**src/rtl/vga_pkg.sv**
```systemverilog
// Shared constants and types for the VGA raster controller.
// Defaults describe 640x480@60 with a 25.175 MHz pixel clock.
package vga_pkg;

  localparam int COORD_W = 11;  // coordinate width on the ports
  localparam int CNT_W   = 12;  // raster counter / cursor compare width

  localparam int DEF_H_ACT  = 640;
  localparam int DEF_H_FP   = 16;
  localparam int DEF_H_SYNC = 96;
  localparam int DEF_H_BP   = 48;
  localparam int DEF_V_ACT  = 480;
  localparam int DEF_V_FP   = 10;
  localparam int DEF_V_SYNC = 2;
  localparam int DEF_V_BP   = 33;

  // Full line or frame length in pixel clocks / lines.
  function automatic int vga_total(int act, int fp, int sync, int bp);
    return act + fp + sync + bp;
  endfunction

  // Cursor position snapshot taken once per frame.
  typedef struct packed {
    logic               en;
    logic [COORD_W-1:0] x;
    logic [COORD_W-1:0] y;
  } cursor_pos_t;

  // Per-pixel control flags that travel alongside the frame-buffer read.
  typedef struct packed {
    logic hs;
    logic vs;
    logic de;
    logic hit;
  } vga_flags_t;

endpackage

```
**src/rtl/vga_delay_line.sv**
```systemverilog
// Fixed-depth register delay with asynchronous reset to RST_VAL.
// DEPTH 0 degenerates to a plain wire.
module vga_delay_line #(
  parameter int               WIDTH   = 1,
  parameter int               DEPTH   = 1,
  parameter logic [WIDTH-1:0] RST_VAL = '0
) (
  input  logic             iCLK,
  input  logic             iRST_N,
  input  logic [WIDTH-1:0] iData,
  output logic [WIDTH-1:0] oData
);

  generate
    if (DEPTH == 0) begin : g_wire
      logic unusedClkRst;
      assign unusedClkRst = iCLK ^ iRST_N;
      assign oData = iData;
    end else begin : g_pipe
      logic [WIDTH-1:0] pipe [DEPTH];
      // Shift register, cleared to the idle value on reset.
      always_ff @(posedge iCLK or negedge iRST_N) begin
        if (!iRST_N) begin
          for (int i = 0; i < DEPTH; i++) pipe[i] <= RST_VAL;
        end else begin
          pipe[0] <= iData;
          for (int i = 1; i < DEPTH; i++) pipe[i] <= pipe[i-1];
        end
      end
      assign oData = pipe[DEPTH-1];
    end
  endgenerate

endmodule

```
**src/rtl/vga_display_ctrl.sv**
```systemverilog
// Parametrised VGA raster controller: sync/blank generation, linear
// frame-buffer read requests, and re-alignment of returned pixel data
// with sync so every VGA pin changes on the same edge.
// Optional cursor crosshair overlay: define VGA_CURSOR_EN.
module vga_display_ctrl
  import vga_pkg::*;
#(
  parameter int H_ACT    = DEF_H_ACT,
  parameter int H_FP     = DEF_H_FP,
  parameter int H_SYNC   = DEF_H_SYNC,
  parameter int H_BP     = DEF_H_BP,
  parameter int V_ACT    = DEF_V_ACT,
  parameter int V_FP     = DEF_V_FP,
  parameter int V_SYNC   = DEF_V_SYNC,
  parameter int V_BP     = DEF_V_BP,
  parameter bit SYNC_POL = 1'b0,
  parameter int COLOR_W  = 4,
  parameter int ADDR_W   = 19,
  parameter int RD_LAT   = 1,
  parameter int CUR_HALF = 1
) (
  input  logic               iCLK,
  input  logic               iRST_N,
  input  logic [COLOR_W-1:0] iRed,
  input  logic [COLOR_W-1:0] iGreen,
  input  logic [COLOR_W-1:0] iBlue,
  input  logic [COORD_W-1:0] iCursor_X,
  input  logic [COORD_W-1:0] iCursor_Y,
  input  logic [COLOR_W-1:0] iCursor_R,
  input  logic [COLOR_W-1:0] iCursor_G,
  input  logic [COLOR_W-1:0] iCursor_B,
  input  logic               iCursor_EN,
  output logic               oReq,
  output logic [ADDR_W-1:0]  oAddress,
  output logic [COORD_W-1:0] oCoord_X,
  output logic [COORD_W-1:0] oCoord_Y,
  output logic               oFrame_Start,
  output logic [COLOR_W-1:0] oVGA_R,
  output logic [COLOR_W-1:0] oVGA_G,
  output logic [COLOR_W-1:0] oVGA_B,
  output logic               oVGA_H_SYNC,
  output logic               oVGA_V_SYNC,
  output logic               oVGA_DE
);

  localparam int H_TOTAL = vga_total(H_ACT, H_FP, H_SYNC, H_BP);
  localparam int V_TOTAL = vga_total(V_ACT, V_FP, V_SYNC, V_BP);

  localparam logic [CNT_W-1:0] H_ACT_C  = CNT_W'(H_ACT);
  localparam logic [CNT_W-1:0] H_SS_C   = CNT_W'(H_ACT + H_FP);
  localparam logic [CNT_W-1:0] H_SE_C   = CNT_W'(H_ACT + H_FP + H_SYNC);
  localparam logic [CNT_W-1:0] H_LAST_C = CNT_W'(H_TOTAL - 1);
  localparam logic [CNT_W-1:0] V_ACT_C  = CNT_W'(V_ACT);
  localparam logic [CNT_W-1:0] V_SS_C   = CNT_W'(V_ACT + V_FP);
  localparam logic [CNT_W-1:0] V_SE_C   = CNT_W'(V_ACT + V_FP + V_SYNC);
  localparam logic [CNT_W-1:0] V_LAST_C = CNT_W'(V_TOTAL - 1);

  localparam vga_flags_t FLAGS_IDLE = '{hs: ~SYNC_POL, vs: ~SYNC_POL, de: 1'b0, hit: 1'b0};

  // ---------------- stage 0: raster counters ----------------
  logic [CNT_W-1:0] hCnt, vCnt;
  logic             active0, frameStart0, hit0;
  vga_flags_t       flags0, flags1, flagsD;

  // Horizontal counter wraps each line; vertical advances on the wrap.
  always_ff @(posedge iCLK or negedge iRST_N) begin
    if (!iRST_N) begin
      hCnt <= '0;
      vCnt <= '0;
    end else if (hCnt == H_LAST_C) begin
      hCnt <= '0;
      vCnt <= (vCnt == V_LAST_C) ? '0 : vCnt + CNT_W'(1);
    end else begin
      hCnt <= hCnt + CNT_W'(1);
    end
  end

  assign active0     = (hCnt < H_ACT_C) && (vCnt < V_ACT_C);
  assign frameStart0 = (hCnt == '0) && (vCnt == '0);

`ifdef VGA_CURSOR_EN
  localparam logic [CNT_W-1:0] HALF_C = CNT_W'(CUR_HALF);

  cursor_pos_t        curLat, curEff;
  logic [COLOR_W-1:0] curR, curG, curB;
  logic [CNT_W-1:0]   cx, cy;
  logic               hitX, hitY;

  // Snapshot cursor once per frame so mid-frame moves cannot tear.
  // Colour is used RD_LAT+2 cycles later; vertical blanking hides that gap.
  always_ff @(posedge iCLK or negedge iRST_N) begin
    if (!iRST_N) begin
      curLat <= '0;
      curR   <= '0;
      curG   <= '0;
      curB   <= '0;
    end else if (frameStart0) begin
      curLat <= '{en: iCursor_EN, x: iCursor_X, y: iCursor_Y};
      curR   <= iCursor_R;
      curG   <= iCursor_G;
      curB   <= iCursor_B;
    end
  end

  // Pixel (0,0) must already see the new frame's snapshot.
  always_comb begin
    curEff = curLat;
    if (frameStart0) curEff = '{en: iCursor_EN, x: iCursor_X, y: iCursor_Y};
  end

  // Distance test rearranged so nothing underflows and edges never wrap.
  assign cx   = {1'b0, curEff.x};
  assign cy   = {1'b0, curEff.y};
  assign hitX = (hCnt + HALF_C >= cx) && (hCnt <= cx + HALF_C);
  assign hitY = (vCnt + HALF_C >= cy) && (vCnt <= cy + HALF_C);
  assign hit0 = curEff.en && (hitX || hitY);
`else
  logic unusedCursor;
  assign unusedCursor = ^{iCursor_X, iCursor_Y, iCursor_R, iCursor_G, iCursor_B,
                          iCursor_EN, flagsD.hit};
  assign hit0 = 1'b0;
`endif

  // Sync windows follow active area and front porch.
  always_comb begin
    flags0     = FLAGS_IDLE;
    flags0.hs  = ((hCnt >= H_SS_C) && (hCnt < H_SE_C)) ? SYNC_POL : ~SYNC_POL;
    flags0.vs  = ((vCnt >= V_SS_C) && (vCnt < V_SE_C)) ? SYNC_POL : ~SYNC_POL;
    flags0.de  = active0;
    flags0.hit = hit0;
  end

  // ---------------- stage 1: request and flag register ----------------
  // Address is a running counter rather than Y*H_ACT+X.
  always_ff @(posedge iCLK or negedge iRST_N) begin
    if (!iRST_N) begin
      oReq         <= 1'b0;
      oFrame_Start <= 1'b0;
      oCoord_X     <= '0;
      oCoord_Y     <= '0;
      oAddress     <= '0;
      flags1       <= FLAGS_IDLE;
    end else begin
      oReq         <= active0;
      oFrame_Start <= frameStart0;
      flags1       <= flags0;
      if (active0) begin
        oCoord_X <= hCnt[COORD_W-1:0];
        oCoord_Y <= vCnt[COORD_W-1:0];
      end
      if (frameStart0)  oAddress <= '0;
      else if (active0) oAddress <= oAddress + ADDR_W'(1);
    end
  end

  // Hold flags while the frame-buffer read is in flight.
  vga_delay_line #(
    .WIDTH   ($bits(vga_flags_t)),
    .DEPTH   (RD_LAT),
    .RST_VAL (FLAGS_IDLE)
  ) u_dly (
    .iCLK   (iCLK),
    .iRST_N (iRST_N),
    .iData  (flags1),
    .oData  (flagsD)
  );

  // ---------------- output stage ----------------
  logic [COLOR_W-1:0] pixR, pixG, pixB;

  // Choose overlay or returned pixel colour.
  always_comb begin
    pixR = iRed;
    pixG = iGreen;
    pixB = iBlue;
`ifdef VGA_CURSOR_EN
    if (flagsD.hit) begin
      pixR = curR;
      pixG = curG;
      pixB = curB;
    end
`endif
  end

  // All pins update together; colour is blanked outside the active area.
  always_ff @(posedge iCLK or negedge iRST_N) begin
    if (!iRST_N) begin
      oVGA_R      <= '0;
      oVGA_G      <= '0;
      oVGA_B      <= '0;
      oVGA_DE     <= 1'b0;
      oVGA_H_SYNC <= ~SYNC_POL;
      oVGA_V_SYNC <= ~SYNC_POL;
    end else begin
      oVGA_DE     <= flagsD.de;
      oVGA_H_SYNC <= flagsD.hs;
      oVGA_V_SYNC <= flagsD.vs;
      oVGA_R      <= flagsD.de ? pixR : '0;
      oVGA_G      <= flagsD.de ? pixG : '0;
      oVGA_B      <= flagsD.de ? pixB : '0;
    end
  end

endmodule

```
**config.mk**
```make
export PLATFORM = sky130hd
export DESIGN_NAME = vga_display_ctrl
export DESIGN_NICKNAME = d
export VERILOG_FILES = /design/src/rtl/vga_pkg.sv /design/src/rtl/vga_delay_line.sv /design/src/rtl/vga_display_ctrl.sv
export SDC_FILE = /design/constraint.sdc
export NUM_CORES = 1
export LEC_CHECK = 0
export BUFFER_PORTS_ARGS = -buffer_cell sky130_fd_sc_hd__buf_2
export CORE_AREA = 2 2 94 96
export DETAILED_ROUTE_END_ITERATION = 12
export DIE_AREA = 0 0 96 98
export GPL_ROUTABILITY_DRIVEN = 0
export PLACE_DENSITY = 0.75
export REMOVE_ABC_BUFFERS = 1
export SLEW_MARGIN = 20
export SYNTH_ARGS = -nofsm -noshare
export SYNTH_HDL_FRONTEND = slang
export SYNTH_SLANG_ARGS = --single-unit
```
**constraint.sdc**
```tcl
create_clock -name iCLK -period 2.1 [get_ports iCLK]
set_input_delay 0.42 -clock iCLK [delete_from_list [all_inputs] [get_ports iCLK]]
set_output_delay 0.42 -clock iCLK [all_outputs]
set_load 0.01 [all_outputs]
```
==> results.py <==
metrics = {
    "status": {
        "status": "finished with violations",
        "violations": "setup timing",
    },
    "placement": {
        "place_area_sq_mm": 0.00457,
        "io_buffers": 71,
        "post-place-ws_ns": -0.157,
        "hpwl_mm": 5.84,
    },
    "pwr": {
        "netSwitchingPower_uw": 662,
        "ir_worst_vdd_mv": 0.288,
        "p_int_mw": 2.34,
        "cellPowerDensity_mw_per_mm2": 605,
        "p_clk_frac": 0.413,
        "comb_power_share": 0.024,
        "leakage_nw": 2.36,
        "pwr-share-seq": 0.563,
        "switching_share": 0.221,
        "power_mw": 3.00,
    },
    "detailed_routing": {
        "avgRoutedWirePerCell_microns": 15.4,
        "viasPerCell": 5.54,
        "drtPass1Iterations": 6,
        "num_vias": 3288,
        "drt_wl_total_mm": 9.13,
        "drt-initial-drc-count": 117,
        "drtAntennaViolNets": 0,
        "drc": 0,
    },
    "global_route": {
        "grt_max_degree": 50,
        "gr-total-overflow": 0,
        "grt_pass1_vias": 3156,
        "grt_pass1_wl_mm": 14.6,
        "track_usage": 0.197,
        "grt_antenna_before_repair": 0,
    },
    "die": {
        "ioPinCount": 107,
        "num_rows": 34,
        "die_w_microns": 96,
        "initial_utilization": 0.457,
        "die_area_sq_mm": 0.00941,
        "coreArea_sq_mm": 0.00847,
        "die_h_microns": 98,
    },
    "cts": {
        "cts_made_buffers": 9,
        "worstSkewPairLatency_ns": 0.36,
        "clkSlewWorstSetupHoldPaths_ns": 0.09,
        "cts_max_level": 3,
        "cts_tree": "built",
        "cts_root_buffer": "clkbuf_8",
        "clockBufferDepth": 2,
        "cts.sinks": 87,
        "cts_hold_buf": 0,
    },
    "final_layout": {
        "nets": 534,
        "stdcell_area_sq_mm": 0.00496,
        "syn2layout_area_growth_pct": 28.1,
        "layout-drive-gt1-share": 0.355,
        "antenna_cells": 0,
    },
    "setup_path": {
        "regToRegSetupSlack_ns": -0.05,
        "worstPathArrival_ns": 2.44,
        "cp_max_fo": 7,
        "setup.worst_path.end_class": "register",
        "critPathKind": "register to register",
        "crit_required_ns": 2.39,
        "rr_endpoint": "oAddress[11]",
        "start_kind": "register",
        "reg2reg_depth": 4,
        "r2r_start": "vCnt[9]",
    },
    "synth": {
        "async_reset_ff_frac": 1.00,
        "seq_area_frac_synth": 0.564,
        "synth_edf_count": 0,
        "synth_area_sq_mm": 0.00387,
        "synth_top_area_frac": 0.524,
        "ys_top_cells_by_area": "dfrtp_1 52%, nand2_1 5.3%, dfstp_2 4.1%, and2_1 3.2%, o21ai_0 2.7%",
        "yosysUniqueCellTypes": 46,
        "ys_seq_elements": 87,
        "synth_cells": 374,
        "synth_top_cell_by_area": "dfrtp_1",
        "syn_avg_cell_area_sq_um": 10.4,
        "ys.flop_type": "dfrtp_1",
        "yosys_warnings": 0,
    },
    "sta": {
        "finalSetupViolCount": 8,
        "fin_crit_ns": 2.15,
        "period_share": 1.02,
        "setup_ws_ns": -0.0453,
        "report.final.slew_viol_count": 0,
        "max_freq_ghz": 0.466,
        "setup_tns_ns": -0.220,
        "clock_skew_ns": 0.0124,
        "rsz0062_at_grt": "true",
        "maxSlewHeadroom": 0.600,
        "tightest_slew_ns": 0.600,
        "hold_viol": 0,
    },
    "min_path": {
        "hp-class": "primary input to async pin",
    },
    "job": {
        "cap_violations": 0,
    },
}
[cell usage after synthesis, types with 2 or more instances]
cell type and n:
a21oi_2 3, o31ai_1 10, dfrtp_1 81, or4_4 3
nand4b_1 2, xor2_1 6, xnor2_1 4, clkbuf_1 17
or4_1 13, a22o_1 4, o21ai_0 21, nand3_1 15
dfstp_2 6, or3_1 8, nand2_1 55, nor4_1 3
nor3_1 5, nor4b_1 3, nand4_1 12, nor2_1 12
a21oi_1 20, ha_1 5, buf_6 3, or4b_4 2
and3_1 5, inv_1 12, o41ai_1 2, nor2b_1 3
and2_1 20, and4_1 3
[critical path: stages (launching register included)]
cell	delay, ns
dfrtp_1	0.39
or3_4	0.42
or4b_4	0.63
or4_4	0.52
a21oi_2	0.12
[worst max-delay path by stage]
stage                        from            to  slack (ns)  depth (start not counted)
after global routing      vCnt[9]  oAddress[16]       -0.11                          4
after CTS                 hCnt[9]  oAddress[12]       -0.05                          5
after floorplan           hCnt[5]       vCnt[8]       -0.48                          4
after detailed placement  vCnt[9]   oAddress[9]       -0.16                          4
final                     vCnt[9]  oAddress[11]       -0.05                          4
after global placement    vCnt[9]  oAddress[16]       -0.14                          4
[layout make-up]
class	count	area, sq um
Fill cell	739	3510
Sequential cell	87	2180
Multi-Input combinational cell	254	1650
Timing Repair Buffer	115	721
Clock buffer	11	151
Tap cell	108	135
Clock inverter	5	63.8
Inverter	13	48.8
[sequential cells by signal (all words and copies together) (netlist names)]
signal        cells
oAddress         19
hCnt             12
vCnt             12
oCoord_X         11
oCoord_Y         11
oVGA_B            4
oVGA_G            4
oVGA_R            4
flags1            3
u_dly.oData       3
oFrame_Start      1
oVGA_DE           1
oVGA_H_SYNC       1
oVGA_V_SYNC       1
[kinds of logic after synthesis]
kind of cell	share of synthesized area
and+or+nand+nor	0.249
buffers and inverters	0.0410
adders and majority gates	0.0162
xor gates and xnor gates	0.0226
AOI/OAI and AO/OA	0.101
DFF	0.564
muxes	0.00549
[through the flow]
| stage | utilization | hold slack (ns) | std cells |
|---|---|---|---|
| final | 0.586 | 0.0689 | 593 |
| after global routing | 0.586 | 0.0981 | 593 |
| after CTS | 0.573 | 0.0747 | 589 |
| after detailed placement | 0.540 | 0.348 | 570 |
| after global placement | 0.540 | 0.348 | 570 |
| after floorplan | - | 0.124 | 352 |
[cell usage in the layout, fill, tap and decap left out, types with 4 or more instances in the layout]
cell / instances
and3_1: 5
nand3_1: 15
a21oi_2: 7
or4_4: 9
nand4_1: 12
clkbuf_8: 11
nand2_1: 55
buf_4: 41
o21ai_0: 18
buf_2: 70
inv_1: 12
a21oi_1: 16
dfstp_2: 6
o31ai_1: 5
ha_1: 5
or3_1: 8
xor2_1: 6
or4b_4: 5
and2_1: 20
a22o_1: 4
or4_1: 7
dfrtp_1: 81
nor3_1: 5
nor2_1: 11
o31ai_2: 5
xnor2_1: 4
[timing repair]
action / 4_1_cts / 5_1_grt
endpoints found under the hold margin: 0 / 0
pin swaps: 23 / 13
endpoints found under the setup margin: 26 / 22
setup buffers: 1 / 4
gates cloned: 2 / 0
gates resized for setup: 10 / 20
[per-layer routing]
| metal | GRT usage | routed length, microns | share of wire | vias up |
|---|---|---|---|---|
| met4 | 0.0835 | 193 | 0.021 | 0 |
| met5 | 0 | 0 | 0 | - |
| met3 | 0.0448 | 423 | 0.046 | 22 |
| met2 | 0.317 | 4580 | 0.50 | 98 |
| li1 | - | - | - | 1543 |
| met1 | 0.253 | 3930 | 0.43 | 1625 |
[power groups by stage]
stage | clock (mW) | sequential, mW | combinational (mW)
final | 1.24 | 1.69 | 0.0726
after global routing | 1.34 | 1.69 | 0.0849
after CTS | 1.27 | 1.69 | 0.0766
after detailed placement | 0 | 1.72 | 0.0765
after global placement | 0 | 1.72 | 0.0746
after floorplan | 0 | 1.73 | 0.00776
No activity file was read; power rests on OpenSTA's default activity.
